$ cat src/rtl/mem_refresh_ctrl_pkg.sv
`default_nettype none
// ============================================================================
//  Module   : mem_ctrl_pkg
//  Purpose  : Shared types and constants for the memory refresh/access
//             sequencer slice (FSM state encoding, default bus widths,
//             refresh counter width).
//  Ports    : none (package)
//  Revision : 1.0  initial release
// ============================================================================
package mem_ctrl_pkg;

  // Default widths used by the interface and the top-level controller.
  localparam int DEF_ADDR_W = 4;
  localparam int DEF_DATA_W = 16;

  // Width of the optional completed-refresh counter.
  localparam int REFRESH_COUNT_W = 16;

  // Sequencer states; the controller re-exports these as 2-bit localparams.
  typedef enum logic [1:0] {
    ST_IDLE    = 2'd0,
    ST_ACCESS  = 2'd1,
    ST_RD_WAIT = 2'd2,
    ST_REFRESH = 2'd3
  } state_e;

endpackage : mem_ctrl_pkg
`default_nettype wire

$ cat src/rtl/mem_refresh_ctrl_if.sv
`default_nettype none
// ============================================================================
//  Module   : mem_refresh_ctrl_if
//  Purpose  : Bundles the system request/response handshake and the memory
//             macro port of the refresh controller.
//  Modports : slave  - the controller (accepts requests, drives the macro)
//             master - the system requester plus the memory macro model
//  Signals  : req_valid/req_write/req_addr/req_wdata/req_ready,
//             rsp_valid/rsp_rdata, mem_en/mem_we/mem_addr/mem_wdata/
//             mem_rdata/mem_refresh
//  Revision : 1.0  initial release
// ============================================================================
interface mem_refresh_ctrl_if
  import mem_ctrl_pkg::*;
#(
  parameter int ADDR_W = DEF_ADDR_W,
  parameter int DATA_W = DEF_DATA_W
);

  logic              req_valid;
  logic              req_write;
  logic [ADDR_W-1:0] req_addr;
  logic [DATA_W-1:0] req_wdata;
  logic              req_ready;
  logic              rsp_valid;
  logic [DATA_W-1:0] rsp_rdata;
  logic              mem_en;
  logic              mem_we;
  logic [ADDR_W-1:0] mem_addr;
  logic [DATA_W-1:0] mem_wdata;
  logic [DATA_W-1:0] mem_rdata;
  logic              mem_refresh;

  modport slave (
    input  req_valid, req_write, req_addr, req_wdata, mem_rdata,
    output req_ready, rsp_valid, rsp_rdata,
           mem_en, mem_we, mem_addr, mem_wdata, mem_refresh
  );

  modport master (
    output req_valid, req_write, req_addr, req_wdata, mem_rdata,
    input  req_ready, rsp_valid, rsp_rdata,
           mem_en, mem_we, mem_addr, mem_wdata, mem_refresh
  );

endinterface : mem_refresh_ctrl_if
`default_nettype wire

$ cat src/rtl/mem_refresh_ctrl_edge.sv
`default_nettype none
// ============================================================================
//  Module   : refresh_edge_detect
//  Purpose  : Turns rising edges of the divider's refresh_clk into a pending
//             refresh request and flags requests that arrive while one is
//             still outstanding.
//  Ports    : clk, reset      - clock / synchronous active-high reset
//             enabled         - rises seen while low are discarded
//             refresh_clk     - divider square wave (synchronous to clk)
//             clear           - controller has started the pending refresh
//             pending         - a refresh is waiting to be serviced
//             overrun         - sticky: a rise hit an uncleared pending
//  Revision : 1.0  initial release
// ============================================================================
module refresh_edge_detect (
  input  logic clk,
  input  logic reset,
  input  logic enabled,
  input  logic refresh_clk,
  input  logic clear,
  output logic pending,
  output logic overrun
);

  logic refresh_q;
  logic pending_q, pending_d;
  logic overrun_q, overrun_d;
  logic rise;

  assign rise = refresh_clk & ~refresh_q;

  always_comb begin
    pending_d = pending_q;
    overrun_d = overrun_q;
    // A new edge landing on a request the FSM is not consuming this cycle
    // means one refresh is lost.
    if (rise && enabled && pending_q && !clear) begin
      overrun_d = 1'b1;
    end
    if (clear) begin
      pending_d = 1'b0;
    end
    // Set wins over clear: an edge coinciding with the start of the previous
    // refresh becomes the next request.
    if (rise && enabled) begin
      pending_d = 1'b1;
    end
  end

  always_ff @(posedge clk) begin
    if (reset) begin
      // The divider resets its output high, so start high to avoid a
      // phantom edge when reset releases.
      refresh_q <= 1'b1;
      pending_q <= 1'b0;
      overrun_q <= 1'b0;
    end else begin
      refresh_q <= refresh_clk;
      pending_q <= pending_d;
      overrun_q <= overrun_d;
    end
  end

  assign pending = pending_q;
  assign overrun = overrun_q;

endmodule : refresh_edge_detect
`default_nettype wire

$ cat src/rtl/mem_refresh_ctrl.sv
`default_nettype none
// ============================================================================
//  Module   : mem_refresh_ctrl
//  Purpose  : Arbitrates row refreshes (one per refresh_clk rising edge) and
//             single-word system reads/writes onto one memory macro port.
//             Refresh has priority; an in-progress access always completes.
//  Ports    : clk, reset      - clock / synchronous active-high reset
//             enabled         - low blocks new operations
//             refresh_clk     - divider refresh output
//             bus (slave)     - request/response handshake + memory port
//             refresh_overrun - sticky lost-refresh flag
//             refresh_count   - completed refreshes, saturating
//                               (only with MEM_REFRESH_COUNT_EN defined)
//  Options  : `define MEM_REFRESH_COUNT_EN to add the refresh_count output.
//  Revision : 1.0  initial release
// ============================================================================
module mem_refresh_ctrl
  import mem_ctrl_pkg::*;
#(
  parameter int ROWS        = 16,
  parameter int ADDR_W      = DEF_ADDR_W,
  parameter int DATA_W      = DEF_DATA_W,
  parameter int REFRESH_CYC = 4
) (
  input  logic clk,
  input  logic reset,
  input  logic enabled,
  input  logic refresh_clk,
  mem_refresh_ctrl_if.slave bus,
  output logic refresh_overrun
`ifdef MEM_REFRESH_COUNT_EN
  ,
  output logic [REFRESH_COUNT_W-1:0] refresh_count
`endif
);

  localparam logic [1:0] IDLE    = ST_IDLE;
  localparam logic [1:0] ACCESS  = ST_ACCESS;
  localparam logic [1:0] RD_WAIT = ST_RD_WAIT;
  localparam logic [1:0] REFRESH = ST_REFRESH;

  localparam int CNT_W = (REFRESH_CYC > 1) ? $clog2(REFRESH_CYC) : 1;
  localparam logic [CNT_W-1:0]  CNT_LAST = CNT_W'(REFRESH_CYC - 1);
  localparam logic [ADDR_W-1:0] ROW_LAST = ADDR_W'(ROWS - 1);

  logic [1:0]        state_q, state_d;
  logic [ADDR_W-1:0] addr_q, addr_d;
  logic [DATA_W-1:0] wdata_q, wdata_d;
  logic              write_q, write_d;
  logic [ADDR_W-1:0] row_ptr_q, row_ptr_d;
  logic [CNT_W-1:0]  cyc_cnt_q, cyc_cnt_d;
  logic              rsp_valid_q, rsp_valid_d;
  logic [DATA_W-1:0] rsp_rdata_q, rsp_rdata_d;

  logic pending;
  logic clear;
  logic req_ready;

  refresh_edge_detect u_edge (
    .clk         (clk),
    .reset       (reset),
    .enabled     (enabled),
    .refresh_clk (refresh_clk),
    .clear       (clear),
    .pending     (pending),
    .overrun     (refresh_overrun)
  );

  // Gated by reset so every output reads 0 while reset is held.
  assign req_ready = ~reset & (state_q == IDLE) & enabled & ~pending;

  always_comb begin
    state_d     = state_q;
    addr_d      = addr_q;
    wdata_d     = wdata_q;
    write_d     = write_q;
    row_ptr_d   = row_ptr_q;
    cyc_cnt_d   = cyc_cnt_q;
    rsp_valid_d = 1'b0;
    rsp_rdata_d = rsp_rdata_q;
    clear       = 1'b0;
    case (state_q)
      IDLE: begin
        if (pending && enabled) begin
          state_d   = REFRESH;
          clear     = 1'b1;
          cyc_cnt_d = '0;
        end else if (bus.req_valid && req_ready) begin
          state_d = ACCESS;
          addr_d  = bus.req_addr;
          wdata_d = bus.req_wdata;
          write_d = bus.req_write;
        end
      end
      ACCESS: begin
        state_d = write_q ? IDLE : RD_WAIT;
      end
      RD_WAIT: begin
        // Macro data is valid now; register it so the response is a clean
        // one-cycle pulse in the following cycle.
        rsp_valid_d = 1'b1;
        rsp_rdata_d = bus.mem_rdata;
        state_d     = IDLE;
      end
      REFRESH: begin
        if (cyc_cnt_q == CNT_LAST) begin
          cyc_cnt_d = '0;
          row_ptr_d = (row_ptr_q == ROW_LAST) ? '0 : row_ptr_q + 1'b1;
          state_d   = IDLE;
        end else begin
          cyc_cnt_d = cyc_cnt_q + 1'b1;
        end
      end
      default: begin
        state_d = IDLE;
      end
    endcase
  end

  always_ff @(posedge clk) begin
    if (reset) begin
      state_q     <= IDLE;
      addr_q      <= '0;
      wdata_q     <= '0;
      write_q     <= 1'b0;
      row_ptr_q   <= '0;
      cyc_cnt_q   <= '0;
      rsp_valid_q <= 1'b0;
      rsp_rdata_q <= '0;
    end else begin
      state_q     <= state_d;
      addr_q      <= addr_d;
      wdata_q     <= wdata_d;
      write_q     <= write_d;
      row_ptr_q   <= row_ptr_d;
      cyc_cnt_q   <= cyc_cnt_d;
      rsp_valid_q <= rsp_valid_d;
      rsp_rdata_q <= rsp_rdata_d;
    end
  end

  // Memory port is a pure decode of the state, so it is quiet in IDLE and
  // mem_en / mem_refresh can never overlap.
  assign bus.req_ready   = req_ready;
  assign bus.rsp_valid   = rsp_valid_q;
  assign bus.rsp_rdata   = rsp_rdata_q;
  assign bus.mem_en      = (state_q == ACCESS);
  assign bus.mem_we      = (state_q == ACCESS) & write_q;
  assign bus.mem_addr    = (state_q == ACCESS)  ? addr_q    :
                           (state_q == REFRESH) ? row_ptr_q : '0;
  assign bus.mem_wdata   = (state_q == ACCESS)  ? wdata_q   : '0;
  assign bus.mem_refresh = (state_q == REFRESH);

`ifdef MEM_REFRESH_COUNT_EN
  logic                       refresh_done;
  logic [REFRESH_COUNT_W-1:0] refresh_count_q;

  assign refresh_done = (state_q == REFRESH) && (cyc_cnt_q == CNT_LAST);

  always_ff @(posedge clk) begin
    if (reset) begin
      refresh_count_q <= '0;
    end else if (refresh_done && (refresh_count_q != '1)) begin
      refresh_count_q <= refresh_count_q + 1'b1;
    end
  end

  assign refresh_count = refresh_count_q;
`endif

endmodule : mem_refresh_ctrl
`default_nettype wire

$ cat src/flat_wrapper.sv
// flat-port wrapper written by rule: the top's interface ports become plain ports
module mem_refresh_ctrl_flat import mem_ctrl_pkg::*;
#(
  parameter int ROWS        = 16,
  parameter int ADDR_W      = DEF_ADDR_W,
  parameter int DATA_W      = DEF_DATA_W,
  parameter int REFRESH_CYC = 4
)
  (clk, reset, enabled, refresh_clk, refresh_overrun, bus_req_valid, bus_req_write, bus_req_addr, bus_req_wdata, bus_mem_rdata, bus_req_ready, bus_rsp_valid, bus_rsp_rdata, bus_mem_en, bus_mem_we, bus_mem_addr, bus_mem_wdata, bus_mem_refresh);
  mem_refresh_ctrl_if #(.ADDR_W(ADDR_W), .DATA_W(DATA_W)) bus_i ();
  input  logic clk;
  input  logic reset;
  input  logic enabled;
  input  logic refresh_clk;
  output logic refresh_overrun;
  input wire logic [$bits(bus_i.req_valid)-1:0] bus_req_valid;
  input wire logic [$bits(bus_i.req_write)-1:0] bus_req_write;
  input wire logic [$bits(bus_i.req_addr)-1:0] bus_req_addr;
  input wire logic [$bits(bus_i.req_wdata)-1:0] bus_req_wdata;
  input wire logic [$bits(bus_i.mem_rdata)-1:0] bus_mem_rdata;
  output wire logic [$bits(bus_i.req_ready)-1:0] bus_req_ready;
  output wire logic [$bits(bus_i.rsp_valid)-1:0] bus_rsp_valid;
  output wire logic [$bits(bus_i.rsp_rdata)-1:0] bus_rsp_rdata;
  output wire logic [$bits(bus_i.mem_en)-1:0] bus_mem_en;
  output wire logic [$bits(bus_i.mem_we)-1:0] bus_mem_we;
  output wire logic [$bits(bus_i.mem_addr)-1:0] bus_mem_addr;
  output wire logic [$bits(bus_i.mem_wdata)-1:0] bus_mem_wdata;
  output wire logic [$bits(bus_i.mem_refresh)-1:0] bus_mem_refresh;
  assign bus_i.req_valid = bus_req_valid;
  assign bus_i.req_write = bus_req_write;
  assign bus_i.req_addr = bus_req_addr;
  assign bus_i.req_wdata = bus_req_wdata;
  assign bus_i.mem_rdata = bus_mem_rdata;
  assign bus_req_ready = bus_i.req_ready;
  assign bus_rsp_valid = bus_i.rsp_valid;
  assign bus_rsp_rdata = bus_i.rsp_rdata;
  assign bus_mem_en = bus_i.mem_en;
  assign bus_mem_we = bus_i.mem_we;
  assign bus_mem_addr = bus_i.mem_addr;
  assign bus_mem_wdata = bus_i.mem_wdata;
  assign bus_mem_refresh = bus_i.mem_refresh;
  mem_refresh_ctrl #(.ROWS(ROWS), .ADDR_W(ADDR_W), .DATA_W(DATA_W), .REFRESH_CYC(REFRESH_CYC)) u_core (.clk(clk), .reset(reset), .enabled(enabled), .refresh_clk(refresh_clk), .bus(bus_i), .refresh_overrun(refresh_overrun));
endmodule
$ cat config.mk
export PLATFORM = sky130hd
export DESIGN_NAME = mem_refresh_ctrl_flat
export DESIGN_NICKNAME = d
export VERILOG_FILES = /design/src/rtl/mem_refresh_ctrl_pkg.sv /design/src/rtl/mem_refresh_ctrl_if.sv /design/src/rtl/mem_refresh_ctrl_edge.sv /design/src/rtl/mem_refresh_ctrl.sv /design/src/flat_wrapper.sv
export SDC_FILE = /design/constraint.sdc
export NUM_CORES = 1
export LEC_CHECK = 0
export ABC_AREA = 1
export CORE_AREA = 2 2 69 71
export CTS_BUF_LIST = sky130_fd_sc_hd__clkbuf_8
export CTS_CLUSTER_DIAMETER = 80
export CTS_CLUSTER_SIZE = 20
export DETAILED_ROUTE_END_ITERATION = 7
export DIE_AREA = 0 0 71 73
export PLACE_DENSITY = 0.86
export SLEW_MARGIN = 15
export SYNTH_ARGS = -nofsm -noshare
export SYNTH_HDL_FRONTEND = slang
export SYNTH_SLANG_ARGS = --single-unit
$ cat constraint.sdc
create_clock -name clk -period 2.3 [get_ports clk]
set_input_delay 0.46 -clock clk [delete_from_list [all_inputs] [get_ports clk]]
set_output_delay 0.46 -clock clk [all_outputs]
set_load 0.01 [all_outputs]
== Word level (Yosys, flattened, before mapping) ==
Cells that the tools add are included.

* Output and inout port bits: 42
* Word-level logic and storage cells: 60
* Input bits: 42
* Bits in registers: 49

* Muxes and demuxes: 17
* Bitwise logic cells: 9
* Reductions and logical operators: 13
* Add/subtract/negate cells: 2
* Equality and inequality tests: 8

{| class="wikitable"
|+ Operator list
! cell !! number
|-
| 16-bit two-way mux || 1
|-
| 2-bit two-way mux || 6
|-
| 4-bit two-way mux || 3
|-
| 2-bit one-hot mux with 4 select lines || 1
|-
| 2-bit equality test (second input constant) || 3
|-
| 2-bit AND reduction || 3
|-
| 1-bit AND || 5
|-
| 1-bit logical AND || 5
|-
| 1-bit two-way mux || 5
|-
| 4-bit by 1-bit adder with 4-bit output (second input constant) || 1
|-
| 4-bit equality test (second input constant) || 1
|-
| 1-bit inverter || 4
|-
| 2-bit one-hot mux with 2 select lines || 1
|-
| 2-bit nonzero test || 2
|-
| 3-bit != test (second input constant) || 1
|-
| 3-bit AND reduction || 1
|-
| 2-bit by 1-bit adder with 2-bit output (second input constant) || 1
|-
| 2-bit by 1-bit equality test with 1-bit output (second input constant) || 1
|-
| 2-bit logical NOT || 1
|-
| 2-bit by 1-bit != test with 1-bit output (second input constant) || 1
|-
| 2-bit != test (second input constant) || 1
|-
| 1-bit logical NOT || 1
|}

== Logic depth before layout (Yosys ltp) ==
* Depth after elaboration: 8
* Depth in mapped cells: 7
* Mapped depth without buffers: 7

== By module ==
Synthesis repeated with hierarchy kept, for this count alone.

* Cell total of the unflattened synthesis: 301
* Area, all modules: 2087.0 um2

{| class="wikitable"
|+ By module, submodules not included
! module !! instances !! area each (um2) !! cells an instance
|-
| mem_refresh_ctrl || 1 || 1979.4 || 288
|-
| refresh_edge_detect || 1 || 107.6 || 13
|}

== Least setup slack after synthesis ==
Ideal clock, no wire load.

* Path type: reg-to-output
* Start point: register u_core.state_q[0]
* End point: output bus_mem_addr[0]
* Setup slack: 0.848 ns
* Data arrival time: 0.992 ns
* Data required time: 1.840 ns
* Cell stages (with the launch flop): 4
* Path through: dfxtp_1 -> nand2_1 -> buf_2 -> o22ai_1

* Cells in the longest elaborated chain, start to end: 3

{| class="wikitable"
|+ RTL lines
! what !! RTL line !! RTL
|-
| start: declaration || mem_refresh_ctrl.sv:46 || <nowiki>logic [1:0] state_q, state_d;</nowiki>
|-
| start signal: assignment || mem_refresh_ctrl.sv:131 || <nowiki>state_q <= state_d;</nowiki>
|-
| 2-bit equality test || mem_refresh_ctrl.sv:150 || <nowiki>(state_q == REFRESH) ? row_ptr_q : '0;</nowiki>
|-
| 4-bit two-way mux || mem_refresh_ctrl.sv:150 ||
|-
| 4-bit two-way mux * || mem_refresh_ctrl.sv:149 || <nowiki>assign bus.mem_addr = (state_q == ACCESS) ? addr_q :</nowiki>
|-
| end: declaration || flat_wrapper.sv:26 || <nowiki>output wire logic [$bits(bus_i.mem_addr)-1:0] bus_mem_addr;</nowiki>
|}

Every way passes the cells marked *; elsewhere a longest branch is shown, timed or not.

== Final worst setup path ==
* Start point: register u_core.state_q[1]
* End point: output bus_mem_wdata[9]

* Cells in the longest elaborated chain, start to end: 2

{| class="wikitable"
|+ RTL lines
! what !! RTL line !! RTL
|-
| 2-bit by 1-bit equality test with 1-bit output || mem_refresh_ctrl.sv:151 || <nowiki>assign bus.mem_wdata = (state_q == ACCESS) ? wdata_q : '0;</nowiki>
|-
| 16-bit two-way mux || mem_refresh_ctrl.sv:151 ||
|-
| end: declaration || flat_wrapper.sv:27 || <nowiki>output wire logic [$bits(bus_i.mem_wdata)-1:0] bus_mem_wdata;</nowiki>
|}

Every way passes these cells.

==> results.json <==
{
  "ios": 84,
  "required_ns": 1.84,
  "layout.nets": 426,
  "clock_path_buffers": 2,
  "place.gp.congestion": 0.739,
  "fin_crit_ns": 2.21,
  "wl_per_cell_microns": 11.0,
  "max_freq_ghz": 0.452,
  "drtIter0Drc": 125,
  "rr_startpoint": "u_core.state_q[0]$_SDFFE_PP0P_",
  "hpwlAfterDp_microns": 3460,
  "p_leak_nw": 1.45,
  "holdWs_ns": 0.479,
  "final_antenna_net_count": 0,
  "rr_endpoint": "u_core.state_q[0]$_SDFFE_PP0P_",
  "track_usage_pct": 19.3,
  "clkTransAtPathRegs_ns": 0.09,
  "min_to": "u_core.u_edge.overrun$_SDFFE_PP0P_",
  "rsz0062_at_grt": "false",
  "maxCapViolCount": 0,
  "clock_skew_ns": 0.00301,
  "cts_buffers": 5,
  "yosysSeqAreaShare_pct": 47.6,
  "avgSynthCellArea_sq_um": 6.96,
  "insertion_delay_ns": 0.30,
  "crit_path_max_fanout": 16,
  "synth_area_sq_mm": 0.00206,
  "final_core_util_pct": 68.3,
  "num_rows": 25,
  "drc": 0,
  "insertedDiodeCount": 0,
  "syn_to_final_growth_pct": 50.3,
  "netlist.area_leader.share_pct": 47.6,
  "die_w_microns": 71,
  "dr.pass1.iters": 5,
  "tightest_slew_ns": 0.347,
  "rrSetupSlack_ns": 0.81,
  "synth_area_leaders": "dfxtp_1 (48%), nor2_1 (18%), nand2_1 (9.7%), inv_1 (6.0%), o21ai_0 (5.1%)",
  "ys_warn_count": 0,
  "cp_cell_sequence": "inv_2 > nand2_2 > buf_6 > nor2_1 > clkdlybuf4s50_1",
  "fin_crit_sh_pct": 96.2,
  "die_h_microns": 73,
  "grt_pass1_wl_microns": 8110,
  "synth_seq_cells": 49,
  "layout-drive-gt1-share_pct": 7.05,
  "setup_viol": 0,
  "grt_pass1_vias": 1863,
  "final_area_sq_mm": 0.00310,
  "fin_cells": 437,
  "coreArea_sq_mm": 0.00454,
  "ir_worst_vdd_mv": 0.329,
  "r2r_cells": 7,
  "h-tree-depth": 2,
  "grt_start_max_net_pins": 29,
  "ys_types": 23,
  "min_path_type": "reg -> reg",
  "antenna_found_initial": 0,
  "setup.worst_path.class": "reg -> out",
  "tns_ns": 0,
  "end_kind": "output pin",
  "cts_tree": "done",
  "num_vias": 2042,
  "initial_core_util_pct": 45.4,
  "dp.cells": 429,
  "hold_viol": 0,
  "max_stage_delay_ns": 0.55,
  "synth_nets": 340,
  "hp-start": "u_core.u_edge.overrun$_SDFFE_PP0P_",
  "slew-limit-headroom_pct": 76.8,
  "overflow": 0,
  "power.density_mw_per_mm2": 572,
  "arrival_ns": 1.75,
  "place_area_sq_mm": 0.00296,
  "cp_slowest_cell": "clkdlybuf4s50_1",
  "via_per_inst": 4.67,
  "cts_setup_buffers": 0,
  "root_buffer": "clkbuf_8",
  "status": "completed",
  "slew_violations": 0,
  "clock-sinks": 49,
  "holdPathStages": 2,
  "portBuffers": 83,
  "dieArea_sq_mm": 0.00518,
  "yosys.area.top_type": "dfxtp_1",
  "wirelength_microns": 4800,
  "crit_path_start_kind": "flop",
  "syn_inst": 296
}
[cell usage in the layout, fill, tap and decap left out, drive strengths merged, types with 3 or more instances in the layout]
cell / instances
nand2: 54
inv: 36
dfxtp: 49
dlymetal6s2s: 3
a21oi: 7
clkbuf: 6
nor2: 102
nand3: 4
o22ai: 3
o21ai: 22
buf: 8
clkdlybuf4s50: 80
[per-layer routing]
layer / up-vias / part of all wire [%] / track usage (%) / wire length [microns]
met5: - / 0 / 0 / 0
met4: 0 / 0.94 / 3.77 / 45
met3: 7 / 8.4 / 5.80 / 405
met2: 72 / 49 / 35.1 / 2370
met1: 902 / 41 / 22.7 / 1980
li1: 1061 / - / - / -
[stage by stage]
stage	setup slack, ns	total power, W
after detailed placement	0.0387	0.00115
final	0.0863	0.00177
after global placement	0.0785	0.00115
after CTS	0.00110	0.00179
after global routing	0.00700	0.00185
after floorplan	0.848	0.00102
[what timing repair did]
item | 4_1_cts | 5_1_grt
endpoints found under the setup margin | 16 | 17
hold buffers | 0 | 0
resized for setup | 1 | 5
[how the worst max path moves through the flow]
stage,start,endpoint,depth (start not counted)
finish,u_core.state_q[1]$_SDFFE_PP0P_,bus_mem_wdata[9],5
global route,u_core.state_q[1]$_SDFFE_PP0P_,bus_mem_wdata[7],5
CTS,u_core.state_q[1]$_SDFFE_PP0P_,bus_mem_wdata[3],5
detailed placement,enabled,bus_req_ready,5
global placement,enabled,bus_req_ready,5
floorplan,u_core.state_q[0]$_SDFFE_PP0P_,bus_mem_addr[0],3
[critical path: cells and delay by family (launching register included)]
kind                   cells  cell delay (ns)
AND/OR/NAND/NOR            2             0.23
flip-flops                 1             0.38
buffers and inverters      3             0.85
[cells by family after synthesis]
group / count (synthesis) / share of synthesized area (%)
xor gates and xnor gates: 1 / 0.425
and+or+nand+nor: 163 / 32.5
adders and majority gates: 2 / 1.21
AOI/OAI and AO/OA: 33 / 8.26
DFF: 49 / 47.6
buffers and inverters: 48 / 9.96
[state kept, by name, indices dropped and copies added (netlist names), 2 cells and up]
name and cells:
u_core.bus.rsp_rdata 16, u_core.wdata_q 16, u_core.addr_q 4, u_core.row_ptr_q 4
u_core.cyc_cnt_q 2, u_core.state_q 2
[report_power, final]
group / total, W / switching, W / internal [W]
registers: 0.000898 / 0.0000141 / 0.000884
clock network: 0.000638 / 0.000284 / 0.000354
logic: 0.000236 / 0.000106 / 0.000130
total: 0.00177 / 0.000404 / 0.00137
[layout make-up]
class	instances	area, sq um
clock buffer	6	82.6
multi-input combinational	199	880
tap	54	67.6
clock inverter	2	37.5
inverter	36	135
sequential	49	981
timing repair buffer	91	915
fill	381	1440
[Yosys cell counts]
library cell	count
a31oi_1	1
nand4_4	1
nand3_1	4
o21ai_0	21
nor3_1	1
and3_1	1
nor2_2	1
buf_6	2
nand2_4	1
inv_1	33
buf_4	1
dfxtp_1	49
nor2_1	98
buf_2	5
inv_2	3
xor2_1	1
ha_1	2
clkbuf_1	4
a21oi_1	7
nand2_1	53
nor2_4	3
o21ai_1	1
o22ai_1	3
Power figures use the tool's default switching activity.
